$ cat config.mk
export PLATFORM = sky130hd
export DESIGN_NAME = utmi_tx_sequencer_flat
export DESIGN_NICKNAME = d
export VERILOG_FILES = /design/src/rtl/utmi_tx_sequencer_if.sv /design/src/rtl/utmi_tx_sequencer.sv /design/src/flat_wrapper.sv
export SDC_FILE = /design/constraint.sdc
export NUM_CORES = 1
export LEC_CHECK = 0
export BUFFER_PORTS_ARGS = -buffer_cell sky130_fd_sc_hd__clkbuf_2
export CORE_MARGIN = 2
export CORE_UTILIZATION = 47
export DETAILED_ROUTE_END_ITERATION = 10
export PLACE_DENSITY = 0.77
export REMOVE_ABC_BUFFERS = 1
export SLEW_MARGIN = 20
export SYNTH_ARGS = -nofsm -noshare
export SYNTH_HDL_FRONTEND = slang
export SYNTH_SLANG_ARGS = --single-unit
$ cat constraint.sdc
create_clock -name phy_clk_pad_i -period 1.75 [get_ports phy_clk_pad_i]
set_input_delay 0.175 -clock phy_clk_pad_i [delete_from_list [all_inputs] [get_ports phy_clk_pad_i]]
set_output_delay 0.175 -clock phy_clk_pad_i [all_outputs]
set_load 0.05 [all_outputs]
$ cat src/rtl/utmi_tx_sequencer_if.sv
// Requester-side byte-stream handshake of the UTMI TX sequencer.
// Two requesters share the bundle, one byte lane each (req n on reqData[8n+7:8n]).
interface utmi_tx_sequencer_if;
    logic [1:0]  reqValid;
    logic [15:0] reqData;
    logic [1:0]  reqLast;
    logic [1:0]  reqReady;
    logic [1:0]  gnt;

    modport master (
        output reqValid, reqData, reqLast,
        input  reqReady, gnt
    );

    modport slave (
        input  reqValid, reqData, reqLast,
        output reqReady, gnt
    );
endinterface

$ cat src/rtl/utmi_tx_sequencer.sv
// UTMI transmit sequencer: arbitrates whole packets from two byte-stream requesters,
// streams them to the PHY, enforces an inter-packet gap and aborts on underrun or TxReady timeout.
module utmi_tx_sequencer #(
    parameter int unsigned IPG_CYCLES = 4,
    parameter int unsigned TXREADY_TO = 16
) (
    input  logic                      phy_clk_pad_i,
    input  logic                      rst_i,
    utmi_tx_sequencer_if.slave        req,
    output logic [7:0]                DataOut_pad_o,
    output logic                      TxValid_pad_o,
    input  logic                      TxReady_pad_i,
    input  logic                      RxActive_pad_i,
    output logic                      busy_o,
    output logic                      pkt_done_o,
    output logic                      underrun_o,
    output logic                      timeout_o
);

    localparam int unsigned GapLoad = (IPG_CYCLES == 0) ? 1 : IPG_CYCLES;
    localparam int unsigned GapW    = $clog2(GapLoad + 1);
    localparam int unsigned ToW     = (TXREADY_TO > 1) ? $clog2(TXREADY_TO) : 1;

    localparam logic [GapW-1:0] GapInit = GapW'(GapLoad);
    localparam logic [ToW-1:0]  ToLast  = ToW'(TXREADY_TO - 1);

    typedef enum logic [1:0] {StIdle, StXmit, StGap} stateT;

    stateT            stateQ, stateD;
    logic [7:0]       holdQ, holdD;
    logic             holdLastQ, holdLastD;
    logic             gntQ, gntD;
    logic [ToW-1:0]   toCntQ, toCntD;
    logic [GapW-1:0]  gapCntQ, gapCntD;
    logic             txValidQ, txValidD;
    logic             pktDoneQ, pktDoneD;
    logic             underrunQ, underrunD;
    logic             timeoutQ, timeoutD;

    logic       sel;
    logic       start;
    logic       gntValid;
    logic       moreBytes;
    logic [7:0] selData;
    logic [7:0] gntData;

    // Fixed priority: requester 0 wins whenever it is valid.
    assign sel       = ~req.reqValid[0];
    assign selData   = sel ? req.reqData[15:8] : req.reqData[7:0];
    assign gntData   = gntQ ? req.reqData[15:8] : req.reqData[7:0];
    assign gntValid  = req.reqValid[gntQ];
    assign start     = (stateQ == StIdle) && (|req.reqValid) && !RxActive_pad_i
                       && (gapCntQ == '0);
    assign moreBytes = (stateQ == StXmit) && TxReady_pad_i && !holdLastQ && gntValid;

    always_ff @(posedge phy_clk_pad_i or posedge rst_i) begin
        if (rst_i) begin
            stateQ    <= StIdle;
            holdQ     <= '0;
            holdLastQ <= 1'b0;
            gntQ      <= 1'b0;
            toCntQ    <= '0;
            gapCntQ   <= '0;
            txValidQ  <= 1'b0;
            pktDoneQ  <= 1'b0;
            underrunQ <= 1'b0;
            timeoutQ  <= 1'b0;
        end else begin
            stateQ    <= stateD;
            holdQ     <= holdD;
            holdLastQ <= holdLastD;
            gntQ      <= gntD;
            toCntQ    <= toCntD;
            gapCntQ   <= gapCntD;
            txValidQ  <= txValidD;
            pktDoneQ  <= pktDoneD;
            underrunQ <= underrunD;
            timeoutQ  <= timeoutD;
        end
    end

    always_comb begin
        stateD    = stateQ;
        holdD     = holdQ;
        holdLastD = holdLastQ;
        gntD      = gntQ;
        toCntD    = toCntQ;
        gapCntD   = gapCntQ;
        txValidD  = txValidQ;
        pktDoneD  = 1'b0;
        underrunD = 1'b0;
        timeoutD  = 1'b0;

        unique case (stateQ)
            StIdle: begin
                // A gap left over from receive traffic drains here before any TX may start.
                if (RxActive_pad_i) begin
                    gapCntD = GapInit;
                end else if (gapCntQ != '0) begin
                    gapCntD = gapCntQ - 1'b1;
                end else if (start) begin
                    holdD     = selData;
                    holdLastD = req.reqLast[sel];
                    gntD      = sel;
                    txValidD  = 1'b1;
                    toCntD    = '0;
                    stateD    = StXmit;
                end
            end
            StXmit: begin
                if (TxReady_pad_i) begin
                    if (holdLastQ) begin
                        txValidD = 1'b0;
                        pktDoneD = 1'b1;
                        gapCntD  = GapInit;
                        stateD   = StGap;
                    end else if (gntValid) begin
                        holdD     = gntData;
                        holdLastD = req.reqLast[gntQ];
                        toCntD    = '0;
                    end else begin
                        underrunD = 1'b1;
                        txValidD  = 1'b0;
                        gapCntD   = GapInit;
                        stateD    = StGap;
                    end
                end else if (toCntQ == ToLast) begin
                    timeoutD = 1'b1;
                    txValidD = 1'b0;
                    gapCntD  = GapInit;
                    stateD   = StGap;
                end else begin
                    toCntD = toCntQ + 1'b1;
                end
            end
            StGap: begin
                if (RxActive_pad_i) begin
                    gapCntD = GapInit;
                end else if (gapCntQ <= GapW'(1)) begin
                    gapCntD = '0;
                    stateD  = StIdle;
                end else begin
                    gapCntD = gapCntQ - 1'b1;
                end
            end
            default: stateD = StIdle;
        endcase
    end

    always_comb begin
        req.reqReady = '0;
        req.gnt      = '0;
        if (stateQ == StXmit) begin
            req.gnt[gntQ] = 1'b1;
        end
        if (start) begin
            req.reqReady[sel] = 1'b1;
        end
        if (moreBytes) begin
            req.reqReady[gntQ] = 1'b1;
        end
        // The handshake is combinational, so keep it quiet while reset is held.
        if (rst_i) begin
            req.reqReady = '0;
        end
    end

    assign DataOut_pad_o = holdQ;
    assign TxValid_pad_o = txValidQ;
    assign busy_o        = (stateQ != StIdle);
    assign pkt_done_o    = pktDoneQ;
    assign underrun_o    = underrunQ;
    assign timeout_o     = timeoutQ;

endmodule
$ cat src/flat_wrapper.sv
// flat-port wrapper written by rule: the top's interface ports become plain ports
module utmi_tx_sequencer_flat 
#(
    parameter int unsigned IPG_CYCLES = 4,
    parameter int unsigned TXREADY_TO = 16
)
  (phy_clk_pad_i, rst_i, DataOut_pad_o, TxValid_pad_o, TxReady_pad_i, RxActive_pad_i, busy_o, pkt_done_o, underrun_o, timeout_o, req_reqValid, req_reqData, req_reqLast, req_reqReady, req_gnt);
  utmi_tx_sequencer_if req_i ();
  input  logic phy_clk_pad_i;
  input  logic rst_i;
  output logic [7:0] DataOut_pad_o;
  output logic TxValid_pad_o;
  input  logic TxReady_pad_i;
  input  logic RxActive_pad_i;
  output logic busy_o;
  output logic pkt_done_o;
  output logic underrun_o;
  output logic timeout_o;
  input wire logic [$bits(req_i.reqValid)-1:0] req_reqValid;
  input wire logic [$bits(req_i.reqData)-1:0] req_reqData;
  input wire logic [$bits(req_i.reqLast)-1:0] req_reqLast;
  output wire logic [$bits(req_i.reqReady)-1:0] req_reqReady;
  output wire logic [$bits(req_i.gnt)-1:0] req_gnt;
  assign req_i.reqValid = req_reqValid;
  assign req_i.reqData = req_reqData;
  assign req_i.reqLast = req_reqLast;
  assign req_reqReady = req_i.reqReady;
  assign req_gnt = req_i.gnt;
  utmi_tx_sequencer #(.IPG_CYCLES(IPG_CYCLES), .TXREADY_TO(TXREADY_TO)) u_core (.phy_clk_pad_i(phy_clk_pad_i), .rst_i(rst_i), .req(req_i), .DataOut_pad_o(DataOut_pad_o), .TxValid_pad_o(TxValid_pad_o), .TxReady_pad_i(TxReady_pad_i), .RxActive_pad_i(RxActive_pad_i), .busy_o(busy_o), .pkt_done_o(pkt_done_o), .underrun_o(underrun_o), .timeout_o(timeout_o));
endmodule
Word level (Yosys, flattened, before mapping)
Index checks and enable logic that the tools add are counted.
Widths: inputs -> output; s select.
{"block": "word_totals", "register_bits": 23, "latchBits": 0, "ram_bits": 0, "romBits": 0, "inputBits": 24, "output_inout_bits": 17, "elab_cells": 137, "memories": 0}
{"block": "op_classes", "addsub": 2, "mul": 0, "div_mod_pow": 0, "magnitude_cmp": 5, "n_eq_ne": 17, "n_shift": 0, "mux": 75, "n_bitwise": 4, "n_reduce_logical": 24}
{"op": "$mux 8", "n": 8}
{"op": "$mux 1", "n": 31}
{"op": "$mux 4", "n": 7}
{"op": "$mux 2", "n": 13}
{"op": "$mux 3", "n": 8}
{"op": "$reduce_and 7->1", "n": 3}
{"op": "$pmux 8 s2", "n": 1}
{"op": "$ne 3x3->1 const B", "n": 4}
{"op": "$ne 2x2->1 const B", "n": 5}
{"op": "$pmux 3 s3", "n": 1}
{"op": "$logic_and 1x1->1", "n": 8}
{"op": "$pmux 4 s2", "n": 1}
{"op": "$reduce_and 4->1", "n": 2}
{"op": "$ne 2x1->1 const B", "n": 3}
{"op": "$pmux 2 s3", "n": 1}
{"op": "$reduce_and 6->1", "n": 1}
{"op": "$reduce_bool 3->1", "n": 2}
{"op": "$reduce_and 5->1", "n": 1}
{"op": "$add 4x1->4 const B", "n": 1}
{"op": "$eq 4x4->1 const B", "n": 1}
{"op": "$lt 1x2->1 const B", "n": 2}
{"op": "$ne 4x3->1 const B", "n": 1}
{"op": "$pmux 1 s2", "n": 2}
{"op": "$reduce_bool 2->1", "n": 2}
{"op": "13 further kinds", "n": 18}

Logic depth before layout (Yosys ltp)
Gate-level depths: netlist (run 1).
{"block": "logic_depth", "ltp_word": 9, "ltp_mapped": 8, "ltp_nobuf": 6}

Least setup slack after synthesis (run 1)
Ideal clock, no wire load.
{"block": "synth_path", "path_kind": "register to register", "from": "register u_core.stateQ[1]", "to": "register u_core.holdQ[0], in the netlist u_core.DataOut_pad_o[0]", "setup_ns": 0.125, "t_arrival_ns": 2.151, "required_time_ns": 1.625, "setup_slack_ns": -0.527, "stages_incl_launch_ff": 8, "path_buffers": 1, "synth_period_minus_slack_ns": 2.277, "path_cell_list": "dfrtp_1 -> inv_1 -> ha_1 -> buf_4 -> nor2b_1 -> a21oi_4 -> mux2i_1 -> o21ai_2"}
{"block": "synth_between", "elab_chain_len": 6, "elab_cells_between_ends": 14, "cone_classes": "eq/ne (7); mux (1); reduce/logical (6)"}
{"item": "from (decl)", "line_no": "utmi_tx_sequencer.sv:29", "source": "stateT stateQ, stateD;"}
{"item": "from (signal assigned)", "line_no": "utmi_tx_sequencer.sv:58", "source": "stateQ <= StIdle;"}
{"item": "from (signal assigned)", "line_no": "utmi_tx_sequencer.sv:69", "source": "stateQ <= stateD;"}
{"item": "$logic_not 2->1", "line_no": "utmi_tx_sequencer.sv:52, utmi_tx_sequencer.sv:94"}
{"item": "$logic_and 1x1->1 (2 in a row)", "line_no": "utmi_tx_sequencer.sv:52", "source": "assign start = (stateQ == StIdle) && (|req.reqValid) && !RxActive_pad_i"}
{"item": "$logic_and 1x1->1", "line_no": "utmi_tx_sequencer.sv:53", "source": "&& (gapCntQ == '0);"}
{"item": "$ne 2x1->1 (no line)"}
{"item": "$reduce_and 7->1 (no line)"}
{"item": "to (signal assigned)", "line_no": "utmi_tx_sequencer.sv:70", "source": "holdQ <= holdD;"}
{"item": "to (decl)", "line_no": "utmi_tx_sequencer.sv:30", "source": "logic [7:0] holdQ, holdD;"}
Several ways; a longest one is shown, not always the timed one.
A chain may end at the register's enable or synchronous reset.

Final worst setup path (run 1)
{"block": "layout_path", "from": "register u_core.stateQ[0]", "to": "output req_reqReady[0]"}
{"block": "layout_between", "elab_chain_len": 8, "elab_cells_between_ends": 12, "cone_classes": "eq/ne (1); mux (3); bitwise (1); reduce/logical (7)"}
{"item": "$logic_not 2->1", "line_no": "utmi_tx_sequencer.sv:52"}
{"item": "$logic_and 1x1->1 (2 in a row)", "line_no": "utmi_tx_sequencer.sv:52"}
{"item": "$logic_and 1x1->1", "line_no": "utmi_tx_sequencer.sv:53"}
{"item": "$mux 2", "line_no": "utmi_tx_sequencer.sv:156", "source": "if (start) begin"}
{"item": "$or 2x2->2 (no line)"}
{"item": "$mux 2 *", "line_no": "utmi_tx_sequencer.sv:159", "source": "if (moreBytes) begin"}
{"item": "$mux 2 *", "line_no": "utmi_tx_sequencer.sv:163", "source": "if (rst_i) begin"}
{"item": "to (decl)", "line_no": "flat_wrapper.sv:22", "source": "output wire logic [$bits(req_i.reqReady)-1:0] req_reqReady;"}
Every way passes the cells marked *; elsewhere a longest branch is shown, timed or not.

==> impl_metrics.ini, run 1 <==
[power_and_ir_drop]
peakVddDrop_uv = 1090
p_sw_mw = 2.24
p_total_mw = 4.62
p_sw_share_pct = 48.4
pwr-share-comb_pct = 75.0
p_leak_nw = 1.11
sequentialPowerShare_pct = 19.3
power_density_mw_per_mm2 = 2040
clkPwrFrac_pct = 5.7
p_int_mw = 2.38

[clock_tree]
clock_latency_ns = 0.33
clock_sinks = 23
cts.path.max_buffers = 2
h-tree-depth = 1
clk_pin_slew_worst_paths_ns = 0.14
cts_tree = yes
cts_root_buf = clkbuf_4
cts_made_buffers = 3

[setup_path]
slowest_delay_ns = 0.45
critical_path_class = reg2out
slowest_stage = dfrtp_1
path_cells = inv_2 > ha_4 > and4bb_2 > buf_4 > a21oi_2 > nor2_1 > clkbuf_8
critPathCaptureType = primary output
crit_arrival_ns = 1.84
critPathBufInv = 3
cp-start-kind = register
cp_top_family = flip-flops
worstPathRequired_ns = 1.57
cp_max_fo = 4

[timing]
slew_headroom_pct = 68.0
fin_crit_ns = 2.01
rsz0062_at_grt = yes
worstMarginPinSlew_ns = 0.471
max_freq_mhz = 497
worst_slack_ns = -0.260
hold_viol = 0
finClkSkew_ns = 0.00306
drv_slew = 0
setup_viol = 16
fin_crit_sh_pct = 115

[layout]
finalNonFillerCells = 256
final_util_pct = 75.0
syn2layout_area_growth_pct = 53.6
nets = 245
final_cell_mix = clkbuf_2 (35), buf_4 (27), dfrtp_1 (23), mux2i_1 (10)
drive_gt1_share_pct = 59.9
final_common_cell = clkbuf_2
n_antenna_cell = 0

[synth]
synth_seq_cells = 23
synth_flop_cell = dfrtp_1
ys_warn_count = 0
synth_area_mm2 = 0.00148
synth_top_area_share_pct = 39.0
yosys.area.top_type = dfrtp_1
synth_edf_count = 0
async_reset_ff_share_pct = 100
synth_cell_types = 48
ys_top_cells_by_area = dfrtp_1 (39%), ha_1 (6.8%), mux2i_1 (6.8%)
ys_seq_area_share_pct = 39.0
synth.avg_cell_area_um2 = 10.8
postSynthCellCount = 137

[grt]
grt_pass1_wl_um = 6640
grt_util_all_layers_pct = 24.8
grt_pass1_vias = 1471
grt-ovfl-total = 0
grt_start_max_net_pins = 24
antenna_found_initial = 0

[place]
portBuffers = 40
detailed_place_hpwl_um = 2660
globalplace.congestion = 0.866
pre_cts_slack_ns = -0.101
place_inst = 235

[detailed_routing]
vias_per_cell = 5.55
wire_per_inst_um = 17.6
drt_iter0_markers = 62
drt-total-wl_um = 4510
drc = 0
vias = 1420
drtPass1Iterations = 4
drtAntennaViolNets = 0

[die]
fp.coreArea_mm2 = 0.00303
placementRows = 20
die_x_um = 60.1
dieArea_mm2 = 0.00361
io_pins = 41
initial_core_util_pct = 48.8
die_y_um = 60.1

[run_status]
status = finished with violations
failed_checks = setup timing

[job]
maxCapViolations = 0

[hold_path]
min_path_type = in2reg
## worst paths after layout
check,cells past startpoint,slack (ns),start,end
min in group asynchronous,4,0.42,rst_i,u_core.underrun_o
min reg2reg,2,0.52,u_core.DataOut_pad_o[7],u_core.DataOut_pad_o[7]
max reg2reg,9,-0.21,u_core.stateQ[0],u_core.toCntQ[3]
min,3,0.11,req_reqData[6],u_core.DataOut_pad_o[6]
max in group asynchronous,4,1.08,rst_i,u_core.pkt_done_o
max,7,-0.26,u_core.stateQ[0],req_reqReady[0]
## logic make-up after synthesis
logic type	count (synthesis)	share of synthesized area, %
AND/OR/NAND/NOR	28	12.0
adder cells (fa/ha/maj)	8	6.77
AO/OA/AOI/OAI	44	22.4
buffers and inverters	16	6.69
flip-flops	23	38.9
XOR/XNOR	1	0.593
multiplexers	17	12.5
## what timing repair did
action	CTS	global route
endpoints found under the setup margin	19	23
hold buffers	1	0
pin swaps	10	7
hold endpoints to repair	23	0
resized for setup	28	42
buffers inserted	10	7
## cell usage after synthesis, types with 2 or more instances
| master | instances |
|---|---|
| buf_4 | 2 |
| a31oi_1 | 2 |
| dfrtp_1 | 23 |
| a211oi_1 | 3 |
| nor2_1 | 3 |
| nand2_1 | 2 |
| mux2i_1 | 10 |
| a21o_1 | 2 |
| mux2_1 | 4 |
| and3_1 | 5 |
| inv_1 | 8 |
| or2_2 | 2 |
| o21ai_0 | 11 |
| nor4_1 | 3 |
| buf_6 | 4 |
| ha_1 | 8 |
| nor3b_1 | 2 |
| o22ai_1 | 2 |
| a21oi_1 | 5 |
| o21ai_2 | 8 |
## registers in the layout, summed over array words and instances, names as in the netlist
signal                count
u_core.DataOut_pad_o      8
u_core.toCntQ             4
u_core.gapCntQ            3
u_core.stateQ             2
u_core.TxValid_pad_o      1
u_core.gntQ               1
u_core.holdLastQ          1
u_core.pkt_done_o         1
u_core.timeout_o          1
u_core.underrun_o         1
## power groups by stage
stage | combinational (mW) | sequential (mW) | clock, mW
finish | 3.47 | 0.890 | 0.265
CTS | 2.85 | 0.877 | 0.264
detailed placement | 2.47 | 0.882 | 0
floorplan | 1.26 | 1.25 | 0
global route | 3.64 | 0.909 | 0.293
global placement | 2.37 | 0.864 | 0
## worst min-delay path: cells and delay by family
kind	cells	cell delay, ns
buf+inv	1	0.07
compound gates	1	0.10
mux	1	0.06
## routing by layer
layer	vias up	part of all wire [%]	global-route usage, %
li1	657	-	-
met1	705	40	26.8
met2	44	54	45.2
met4	0	3.9	15.6
met5	-	0	0
met3	14	2.7	2.81
## cell type report
cell class	instances	area (um2)
fill	200	758
clock buffer	3	22.5
multi-input combinational	98	993
sequential	23	576
timing repair buffer	78	584
clock inverter	1	5.00
tap	44	55.1
inverter	9	33.8
## per-stage QoR
step                      area (um2)   TNS, ns  hold slack, ns
after global placement          1840  -0.00663           0.236
after detailed placement        1840    -0.755           0.244
final                           2270     -2.08           0.111
after global routing            2270     -3.24           0.107
after CTS                       2060     -1.06           0.121
after floorplan                 1410     -5.75           0.177
(Power assumes the default switching activity.)
==> run 2, diff against run 1 <==
- CORE_UTILIZATION: 47 -> 52
- GPL_TIMING_DRIVEN: default -> 0
- PLACE_DENSITY: 0.77 -> 0.8
- clock period: 1.75 -> 2.1 ns (I/O delays scaled with it)
==> run 2 against run 1 <==
The run now ends clean. Cell count fell by 17%. Flip-flop and latch count unchanged. Critical endpoint is now req_reqReady[1]. Die area fell by 9.0%. Via count shrank 16%. Design area shrank 20%. Sequential share of layout area rose by 6.5 points. Sequential power shrank 14%. Non-clock buffer count is 31 lower.
==> impl_metrics.ini, run 2 (synthesis results as in run 1) <==
[layout]
finalNonFillerCells = 212
drive_gt1_share_pct = 44.2
nets = 214
final_cell_mix = clkbuf_2 (38), dfrtp_1 (23), o21ai_0 (11), mux2i_1 (10), o21ai_2 (8)
final_common_cell = clkbuf_2
fin_area_mm2 = 0.00181
n_antenna_cell = 0
syn2layout_area_growth_pct = 22.2
fill_cells = 221
largest_register_ffs = 8

[setup_path]
crit_arrival_ns = 1.82
cp_max_fo = 7
r2r_slack_ns = 0.12
worstPathRequired_ns = 1.89
critPathCaptureType = primary output
critical_path_class = reg2out
cp-start-kind = register
r2r_start = u_core.gntQ
reg2reg_depth = 4
rr_endpoint = u_core.DataOut_pad_o[4]

[grt]
grt-ovfl-total = 0
antenna_found_initial = 0
grt_start_max_net_pins = 24
grt_pass1_vias = 1178
grt_util_all_layers_pct = 18.8
grt_pass1_wl_um = 4930

[detailed_routing]
drt_iter0_markers = 34
drc = 0
drt-total-wl_um = 3080
wire_per_inst_um = 14.5
drtAntennaViolNets = 0
vias_per_cell = 5.65
vias = 1197
drtPass1Iterations = 4

[timing]
fin_crit_ns = 2.03
rsz0062_at_grt = yes
setup_viol = 0
worst_slack_ns = 0.0708
max_freq_mhz = 493
whs_ns = 0.0568
tns_ns = 0
finClkSkew_ns = 0.00199
drv_slew = 0
hold_viol = 0
fin_crit_sh_pct = 96.6
slew_headroom_pct = 42.6
worstMarginPinSlew_ns = 0.860

[die]
placementRows = 19
fp.coreArea_mm2 = 0.00273
initial_core_util_pct = 54.1
die_x_um = 57.3
die_y_um = 57.3
dieArea_mm2 = 0.00328
io_pins = 41

[clock_tree]
clock_latency_ns = 0.31
cts_made_buffers = 3
clock_sinks = 23
cts.path.max_buffers = 2
h-tree-depth = 1
cts_tree = yes
clk_pin_slew_worst_paths_ns = 0.13
cts_root_buf = clkbuf_4

[place]
portBuffers = 40
pre_cts_slack_ns = -0.0267
placed_area_mm2 = 0.00165
globalplace.congestion = 0.847
detailed_place_hpwl_um = 2180
place_inst = 201

[run_status]
status = finished, final reports clean

[power_and_ir_drop]
p_leak_nw = 0.909
power_density_mw_per_mm2 = 1600
peakVddDrop_uv = 929

[job]
maxCapViolations = 0

[hold_path]
min_path_type = in2async
==> run 2: changes by cell type in the layout (fill, tap and decap cells not counted), moves of 3 or more <==
| cell | change |
|---|---|
| buf_6 | -7 |
| buf_4 | -21 |
| nor4_1 | +3 |
| o21ai_0 | +10 |
| buf_8 | -3 |
| clkbuf_2 | +3 |
| o21ai_1 | -9 |
==> run 2: timing repair <==
action,CTS,global route
setup endpoints to repair,16,10
gates resized for setup,7,11
hold buffers,0,0
pin swaps,0,3
setup buffers,0,7
==> run 2: layout make-up <==
class | count | area [um2] | area share (%)
Sequential cell | 23 | 576 | 31.9
Clock buffer | 3 | 22.5 | 1.25
Tap cell | 31 | 38.8 | 2.15
Multi-Input combinational cell | 98 | 853 | 47.3
Clock inverter | 1 | 5.00 | 0.277
Inverter | 9 | 33.8 | 1.87
Timing Repair Buffer | 47 | 277 | 15.3
==> run 2: per-layer routing <==
metal | vias to the layer above | global-route usage [%] | wire length (um)
met5 | - | 0 | 0
met4 | 0 | 5.65 | 36
met3 | 4 | 2.95 | 145
met2 | 38 | 34.3 | 1580
met1 | 562 | 22.7 | 1320
li1 | 593 | - | -
==> run 2: stage by stage <==
stage               util, %  power (mW)
finish                 66.0        2.88
global placement       60.4        2.40
floorplan                 -        2.10
detailed placement     60.4        2.46
global route           66.0        3.09
CTS                    62.3        2.71
==> run 2: power by group <==
group	internal (mW)	switching, mW
combinational	0.722	1.19
clock	0.0713	0.137
sequential	0.615	0.153
==> run 2: critical path, cell delays in order (launching register included) <==
cell	delay (ns)
dfrtp_1	0.46
inv_2	0.10
ha_4	0.12
and4bb_4	0.31
nand2_2	0.07
a2bb2oi_2	0.13
nor2_1	0.13
clkbuf_8	0.19
==> run 2: worst max path at each step <==
stage          cells past startpoint                      end             start  slack (ns)
6_report                           7          req_reqReady[1]  u_core.stateQ[0]        0.07
5_1_grt                            7          req_reqReady[1]  u_core.stateQ[1]       -0.05
4_1_cts                            7          req_reqReady[1]  u_core.stateQ[0]       0.003
3_5_place_dp                       6        u_core.gapCntQ[1]  u_core.stateQ[1]       -0.03
3_3_place_gp                       6        u_core.gapCntQ[2]  u_core.stateQ[1]        0.04
2_1_floorplan                      6  u_core.DataOut_pad_o[0]  u_core.stateQ[1]       -0.19
==> run 3, diff against run 2 <==
==> constraint.sdc (replaced) <==
create_clock -name phy_clk_pad_i -period 2.1 [get_ports phy_clk_pad_i]
set_input_delay 0 -clock phy_clk_pad_i [delete_from_list [all_inputs] [get_ports phy_clk_pad_i]]
set_output_delay 0 -clock phy_clk_pad_i [all_outputs]
set_load 0.05 [all_outputs]
==> run 3 against run 2 <==
Utilization is 5.1 points higher. Power down 0.28%. Non-clock buffer count rose by 18. Highest routed layer unchanged.
==> impl_metrics.ini, run 3 (synthesis results as in run 1) <==
[run_status]
status = finished, final reports clean

[timing]
hold_viol = 0
slew_headroom_pct = 43.7
finClkSkew_ns = 0.00742
drv_slew = 0
worstMarginPinSlew_ns = 0.844
fin_crit_sh_pct = 94.4
setup_viol = 0
fin_crit_ns = 1.98
rsz0062_at_grt = no
max_freq_mhz = 504
tns_ns = 0
worst_slack_ns = 0.117

[setup_path]
cp-start-kind = register
critPathCaptureType = register
worstPathRequired_ns = 2.31
r2r_start = u_core.gntQ
reg2reg_depth = 4
critical_path_class = reg2reg
rr_endpoint = u_core.toCntQ[1]
cp_max_fo = 13
crit_arrival_ns = 2.19
startpoint = u_core.gntQ
r2r_slack_ns = 0.12

[power_and_ir_drop]
p_int_mw = 1.42
p_sw_share_pct = 50.7
pwr-share-comb_pct = 66.2
p_sw_mw = 1.46
p_leak_nw = 0.983
clkPwrFrac_pct = 7.1
sequentialPowerShare_pct = 26.6
peakVddDrop_uv = 951
power_density_mw_per_mm2 = 1480

[die]
fp.coreArea_mm2 = 0.00273
io_pins = 41
placementRows = 19
die_x_um = 57.3
dieArea_mm2 = 0.00328
initial_core_util_pct = 54.1
die_y_um = 57.3

[detailed_routing]
drt-total-wl_um = 3290
vias_per_cell = 5.60
drtPass1Iterations = 4
drc = 0
drt_iter0_markers = 34
vias = 1289
drtAntennaViolNets = 0
wire_per_inst_um = 14.3

[layout]
nets = 232
fill_cells = 199
final_common_cell = clkbuf_2
final_cell_mix = clkbuf_2 (39), dfrtp_1 (23), dlygate4sd3_1 (20), o21ai_0 (11), mux2i_1 (10)
n_antenna_cell = 0
syn2layout_area_growth_pct = 31.6
largest_register_ffs = 8
drive_gt1_share_pct = 35.7

[clock_tree]
cts_root_buf = clkbuf_4
cts.path.max_buffers = 2
h-tree-depth = 1
cts_made_buffers = 3
clk_pin_slew_worst_paths_ns = 0.13
clock_sinks = 23
clock_latency_ns = 0.31
cts_tree = yes

[place]
portBuffers = 40
detailed_place_hpwl_um = 2180
globalplace.congestion = 0.847
pre_cts_slack_ns = -0.0267

[job]
maxCapViolations = 0

[grt]
grt_pass1_vias = 1265
grt-ovfl-total = 0
grt_util_all_layers_pct = 20.4
grt_start_max_net_pins = 24
antenna_found_initial = 0
grt_pass1_wl_um = 5310

[hold_path]
holdPathEnd = u_core.holdLastQ
min_path_type = in2reg
hold_start = req_reqLast[0]
min_path_cells = 3
-- run 3: cell types whose count changed in the layout (fill, tap and decap cells not counted), moves of 2 or more --
cell           before  now
dlygate4sd3_1       0   20
inv_1               4    8
inv_2               5    1
buf_4               6    4
ha_4                3    1
ha_1                5    7
-- run 3: layer usage --
layer  vias up  wire length, um  track usage, %
met1       615             1350            23.3
met2        38             1750            38.4
met4         0               58            6.98
li1        630                -               -
met5         -                0               0
met3         6              129            3.17
-- run 3: critical path: stages (launching register included) --
cell and delay (ns):
dfrtp_1 0.51, mux2i_2 0.36, o31a_1 0.45, a21o_1 0.25
mux2_4 0.31
-- run 3: metrics by stage --
step | cell area, um2 | instances | power, mW | utilization, % | hold WS [ns]
after global routing | 1940 | 230 | 3.08 | 71.1 | 0.0917
final | 1940 | 230 | 2.88 | 71.1 | 0.0742
after CTS | 1880 | 225 | 2.72 | 68.8 | 0.0553
after floorplan | 1410 | 130 | 2.10 | - | 0.00192
after global placement | 1650 | 201 | 2.40 | 60.4 | 0.221
after detailed placement | 1650 | 201 | 2.46 | 60.4 | 0.248
-- run 3: timing repair --
| item | CTS | global route |
|---|---|---|
| cloned | 0 | 0 |
| hold endpoints to repair | 33 | 0 |
| gates resized for setup | 1 | 4 |
| pin swaps | 0 | 1 |
| hold buffers | 20 | 0 |
| setup buffers | 0 | 5 |
| endpoints found under the setup margin | 15 | 11 |
-- run 3: how the worst max path moves through the flow --
stage / to / slack (ns) / depth (start not counted)
floorplan: u_core.DataOut_pad_o[0] / -0.19 / 6
global placement: u_core.gapCntQ[2] / 0.04 / 6
detailed placement: u_core.gapCntQ[1] / -0.03 / 6
CTS: u_core.DataOut_pad_o[4] / 0.03 / 6
global route: req_reqReady[1] / 0.01 / 7
finish: u_core.toCntQ[1] / 0.12 / 4
-- run 3: cell type report --
class,count,area (um2),share of cell area [%]
Clock buffer,3,22.5,1.16
Clock inverter,1,5.00,0.257
Inverter,9,33.8,1.74
Multi-Input combinational cell,98,818,42.1
Sequential cell,23,576,29.6
Tap cell,31,38.8,1.99
Timing Repair Buffer,65,450,23.2
-- run 3: power by group through the flow --
stage	Clock (mW)	Sequential (mW)	Combinational [mW]
global placement	0	0.752	1.64
floorplan	0	1.04	1.05
CTS	0.214	0.754	1.75
finish	0.205	0.766	1.91
detailed placement	0	0.764	1.70
global route	0.229	0.790	2.06
